`config.mk`:
```
export PLATFORM = sky130hd
export DESIGN_NAME = div_unit
export DESIGN_NICKNAME = d
export VERILOG_FILES = /design/src/rtl/div_unit.sv
export SDC_FILE = /design/constraint.sdc
export NUM_CORES = 1
export LEC_CHECK = 0
export CAP_MARGIN = 20
export CELL_PAD_IN_SITES_DETAIL_PLACEMENT = 1
export CELL_PAD_IN_SITES_GLOBAL_PLACEMENT = 2
export CORE_ASPECT_RATIO = 0.6
export CORE_UTILIZATION = 35
export CTS_CLUSTER_SIZE = 28
export DETAILED_ROUTE_END_ITERATION = 8
export HOLD_SLACK_MARGIN = 0.02
export PLACE_DENSITY_LB_ADDON = 0.1
export SYNTH_ARGS = -nofsm -noshare
export SYNTH_HDL_FRONTEND = slang
export SYNTH_SLANG_ARGS = --single-unit
```
`constraint.sdc`:
```
create_clock -name clk -period 7 [get_ports clk]
set_input_delay 1.75 -clock clk [delete_from_list [all_inputs] [get_ports clk]]
set_output_delay 1.75 -clock clk [all_outputs]
set_load 0.01 [all_outputs]
```
`src/rtl/div_unit.sv`:
```
// Iterative radix-2 restoring divider for MIPS DIV/DIVU beside the EX-stage ALU.
// Holds the pipeline with div_stall while it divides and pulses div_done when the HI/LO results are final.
module div_unit #(
  parameter int WIDTH = 32
) (
  input  logic             clk,
  input  logic             resetn,
  input  logic             ex_div_start,
  input  logic             ex_div_signed,
  input  logic [WIDTH-1:0] ex_A,
  input  logic [WIDTH-1:0] ex_B,
  input  logic             exc_oc,
  output logic             div_stall,
  output logic             div_done,
  output logic [WIDTH-1:0] quotient,
  output logic [WIDTH-1:0] remainder
);

  localparam int CNT_W = (WIDTH > 1) ? $clog2(WIDTH) : 1;
  localparam logic [CNT_W-1:0] LAST_STEP = CNT_W'(WIDTH - 1);

  localparam logic [1:0] S_IDLE = 2'd0;
  localparam logic [1:0] S_BUSY = 2'd1;
  localparam logic [1:0] S_DONE = 2'd2;

  logic [1:0]       state;
  logic [CNT_W-1:0] counter;
  logic [WIDTH-1:0] dvd;
  logic [WIDTH-1:0] dvs;
  logic [WIDTH-1:0] prem;
  logic [WIDTH-1:0] raw_a;
  logic             sign_q;
  logic             sign_r;
  logic             div0;

  logic             a_neg;
  logic             b_neg;
  logic [WIDTH-1:0] a_mag;
  logic [WIDTH-1:0] b_mag;
  logic [WIDTH:0]   rem_shift;
  logic             q_bit;
  logic [WIDTH-1:0] rem_step;
  logic [WIDTH-1:0] q_step;
  logic [WIDTH-1:0] q_final;
  logic [WIDTH-1:0] r_final;

  // Operand magnitudes; the most negative value maps onto itself, which the
  // unsigned datapath then treats as 2**(WIDTH-1).
  always_comb begin
    a_neg = ex_div_signed & ex_A[WIDTH-1];
    b_neg = ex_div_signed & ex_B[WIDTH-1];
    a_mag = a_neg ? (~ex_A + 1'b1) : ex_A;
    b_mag = b_neg ? (~ex_B + 1'b1) : ex_B;
  end

  // One shift-subtract step. The working remainder is WIDTH+1 bits wide; a
  // restored remainder is always below the divisor, so WIDTH bits are stored.
  always_comb begin
    rem_shift = {prem, dvd[WIDTH-1]};
    q_bit     = (rem_shift >= {1'b0, dvs});
    rem_step  = q_bit ? WIDTH'(rem_shift - {1'b0, dvs}) : rem_shift[WIDTH-1:0];
    q_step    = {dvd[WIDTH-2:0], q_bit};
  end

  always_comb begin
    q_final = sign_q ? (~q_step + 1'b1) : q_step;
    r_final = sign_r ? (~rem_step + 1'b1) : rem_step;
    if (div0) begin
      q_final = '1;
      r_final = raw_a;
    end
  end

  always_comb begin
    div_stall = 1'b0;
    div_done  = 1'b0;
    case (state)
      S_IDLE:  div_stall = ex_div_start & ~exc_oc;
      S_BUSY:  div_stall = ~exc_oc;
      S_DONE:  div_done  = 1'b1;
      default: div_stall = 1'b0;
    endcase
  end

  always_ff @(posedge clk or negedge resetn) begin
    if (!resetn) begin
      state     <= S_IDLE;
      counter   <= '0;
      dvd       <= '0;
      dvs       <= '0;
      prem      <= '0;
      raw_a     <= '0;
      sign_q    <= 1'b0;
      sign_r    <= 1'b0;
      div0      <= 1'b0;
      quotient  <= '0;
      remainder <= '0;
    end else begin
      case (state)
        S_IDLE: begin
          if (ex_div_start && !exc_oc) begin
            dvd     <= a_mag;
            dvs     <= b_mag;
            raw_a   <= ex_A;
            sign_q  <= a_neg ^ b_neg;
            sign_r  <= a_neg;
            div0    <= (ex_B == '0);
            prem    <= '0;
            counter <= '0;
            state   <= S_BUSY;
          end
        end
        S_BUSY: begin
          // A flush abandons the operation; the result registers keep the last completed result.
          if (exc_oc) begin
            state <= S_IDLE;
          end else begin
            dvd     <= q_step;
            prem    <= rem_step;
            counter <= counter + CNT_W'(1);
            if (counter == LAST_STEP) begin
              quotient  <= q_final;
              remainder <= r_final;
              state     <= S_DONE;
            end
          end
        end
        S_DONE: begin
          // Start is ignored here so the DIV still sitting in EX cannot restart.
          state <= S_IDLE;
        end
        default: begin
          state <= S_IDLE;
        end
      endcase
    end
  end

endmodule

```
==> results.json <==
{
  "outcome": "finished clean",
  "start_kind": "register",
  "cts_hold_buf": 0,
  "post_cts_buffers": 0,
  "hpwlAfterDp_um": 36200,
  "cts_root_buf": "clkbuf_16",
  "cap_violations": 0,
  "crit_path_end_kind": "register",
  "cts_buffers": 23,
  "wl_per_cell_um": 20.9,
  "timing.rr.start": "prem[5]$_DFFE_PN0P_",
  "peakVddDrop_mv": 0.185,
  "p_int_mw": 3.36,
  "whs_ns": 0.472,
  "fin_crit_ns": 5.70,
  "max_slew_margin_pct": 31.4,
  "synth_top_flop_cell": "dfrtp_1",
  "hold_path_startpoint": "raw_a[30]$_DFFE_PN0P_",
  "synthTopCellsByCount": "nand2_1 (300), dfrtp_1 (202), o21ai_0 (186), a21oi_1 (153), nor2_1 (127)",
  "hold_viol": 0,
  "path_clk_slew_ns": 0.06,
  "synth_xor_area_share_pct": 8.34,
  "synth_edf_count": 0,
  "ios": 135,
  "dr_wl_met3_um": 2230,
  "drtAntennaViolNets": 0,
  "p_clk_share_pct": 18.7,
  "rows": 55,
  "synth_area_leaders": "dfrtp_1 (37%), nand2_1 (8.3%), o21ai_0 (6.8%)",
  "start_util_pct": 35.9,
  "netlist_instances": 1694,
  "switching_share_pct": 47.9,
  "grt_first_pass_wirelength_um": 76400,
  "grt-ovfl-total": 0,
  "ys_types": 91,
  "cp-startpoint": "prem[5]$_DFFE_PN0P_",
  "htreeDepth": 1,
  "avgSynthCellArea_sq_um": 8.06,
  "min_path_type": "reg2reg",
  "grt_start_max_net_pins": 157,
  "power.total_mw": 6.44,
  "drt_wl_total_um": 48000,
  "pwr-share-comb_pct": 56.2,
  "fin_ws_ns": 1.30,
  "clkLatencyLatePin_ns": 0.54,
  "synth_top_family_by_area": "compound AO/OA/AOI/OAI gates",
  "crit_fanout": 12,
  "setup_violations": 0,
  "timing.setup.tns_ns": 0,
  "wl_met1_um": 25700,
  "grt.total_usage_pct": 24.3,
  "cts_tree": "built",
  "clock_path_buffers": 3,
  "nets": 1884,
  "antenna_found_initial": 1,
  "criticalPathCategory": "reg2reg",
  "finClkSkew_ns": 0.0290,
  "ctsResizeCount": 0,
  "synth_nets": 1802,
  "ys_ff_latch": 202,
  "cellLeakagePower_nw": 6.97,
  "synth.most_common_cell": "nand2_1",
  "core_sq_mm": 0.0381,
  "synthesis.area_sq_mm": 0.0136,
  "synth_simple_gate_area_share_pct": 21.5,
  "critPathArrivalTime_ns": 6.06,
  "p_seq_share_pct": 25.1,
  "synth_compound_area_share_pct": 22.4,
  "vias": 12800,
  "port_buffers": 134,
  "power_density_mw_per_mm2": 399,
  "yosysTopAreaCell": "dfrtp_1",
  "top_layer_used": "met4",
  "die_y_um": 155,
  "grt_pass1_vias": 13000,
  "via_per_inst": 5.57,
  "synth_top_area_share_pct": 37.0,
  "synth.mux.area_fraction_pct": 2.55,
  "min_period_over_period_pct": 81.5,
  "fp.dieArea_sq_mm": 0.0398,
  "route.met2.wl_um": 19400,
  "drtPass1Iterations": 5,
  "drt_iter0_drc": 766,
  "max_freq_mhz": 175,
  "seq_area_frac_synth_pct": 37.0,
  "async_flop_share_pct": 100,
  "rsz0062_at_grt": "false",
  "cts_sinks": 202,
  "post-route-util_pct": 42.4,
  "maxSlewViolCount": 0,
  "synthAdderAreaFrac_pct": 3.63,
  "critPathRequiredTime_ns": 7.36,
  "die_x_um": 257,
  "post-place-ws_ns": 1.34,
  "drc": 0,
  "p_sw_mw": 3.09,
  "layout-drive-gt1-share_pct": 5.26,
  "area_delta_synth_final_pct": 18.2,
  "worst_pin_slew_ns": 1.03,
  "gp_congestion": 0.906,
  "yosys_warnings": 0
}
area by class of cell:
cell class / count / area [sq um]
clock buffers: 30 / 622
flip-flops and latches: 202 / 5050
inverters: 57 / 214
fillers: 4542 / 21900
diodes: 1 / 2.50
repair buffers: 153 / 1520
clock inverters: 5 / 77.6
well taps: 513 / 642
multi-input cells: 1339 / 8000
path summary, 6_finish.rpt:
path	slack, ns	endpoint	depth (start not counted)
setup / recovery	1.30	remainder[30]$_DFFE_PN0P_	19
hold / removal	0.47	raw_a[30]$_DFFE_PN0P_	2
setup reg to reg	1.30	remainder[30]$_DFFE_PN0P_	19
hold reg to reg	0.47	raw_a[30]$_DFFE_PN0P_	2
max in group asynchronous	4.55	remainder[6]$_DFFE_PN0P_	2
min in group asynchronous	1.16	dvs[27]$_DFFE_PN0P_	1
kinds of logic after synthesis:
| family | count (synthesis) |
|---|---|
| muxes | 34 |
| xor gates and xnor gates | 130 |
| buffers and inverters | 153 |
| AOI/OAI and AO/OA | 500 |
| and+or+nand+nor | 636 |
| adders and majority gates | 39 |
| DFF | 202 |
through the flow:
stage | instance area (sq um) | instances
2_1_floorplan | 13600 | 1694
3_3_place_gp | 15400 | 2263
3_5_place_dp | 15400 | 2263
4_1_cts | 16100 | 2298
5_1_grt | 16100 | 2299
6_report | 16100 | 2300
worst max-delay path, stage by stage, from the launching register on:
cell       delay (ns)
dfrtp_1          0.46
ha_1             0.51
a21oi_1          0.15
o21bai_1         0.24
nor3b_1          0.51
or3_1            0.38
o211ai_2         0.10
buf_4            0.22
nand2_2          0.13
inv_2            0.05
mux2i_1          0.26
ha_1             0.25
nand2_1          0.09
or4_1            0.49
a211oi_1         0.30
o2bb2ai_1        0.36
or4_4            0.54
o41ai_2          0.24
xnor2_1          0.16
a21oi_1          0.09
flip-flops by register name, indices dropped and copies added, names as in the netlist:
signal,count
div0,1
state,2
counter,5
sign_r,1
quotient,32
sign_q,1
prem,32
remainder,32
raw_a,32
dvd,32
dvs,32
metal layers:
layer / up-vias / track usage (%)
met1: 6372 / 38.6
met4: 0 / 3.91
met2: 239 / 35.0
met5: - / 0
li1: 6154 / -
met3: 35 / 2.80
layout by cell type, fill, tap and decap left out, types with 10 or more instances in the layout:
cell and count:
o21ai_0 186, inv_1 54, and3_1 18, o41ai_1 14, a21oi_1 153, nand2_1 299
or3_1 23, nand3_1 29, nand2b_1 12, xnor2_1 57, dfrtp_1 202, and2_1 11
xor2_1 73, clkbuf_16 23, ha_1 38, a211oi_1 22, buf_4 17, nor2_1 125
clkdlybuf4s50_1 133, nor3_1 28, or4_1 17, a31oi_1 10, o31ai_1 22, mux2i_1 31
nand4_1 12, nor4_1 20
power groups by stage:
| stage | combinational, mW | clock [mW] | sequential (mW) |
|---|---|---|---|
| 2_1_floorplan | 2.60 | 0 | 1.54 |
| 3_3_place_gp | 3.48 | 0 | 1.63 |
| 3_5_place_dp | 3.54 | 0 | 1.64 |
| 4_1_cts | 3.57 | 1.23 | 1.62 |
| 5_1_grt | 3.98 | 1.28 | 1.65 |
| 6_report | 3.62 | 1.20 | 1.62 |
(Power assumes the default switching activity.)
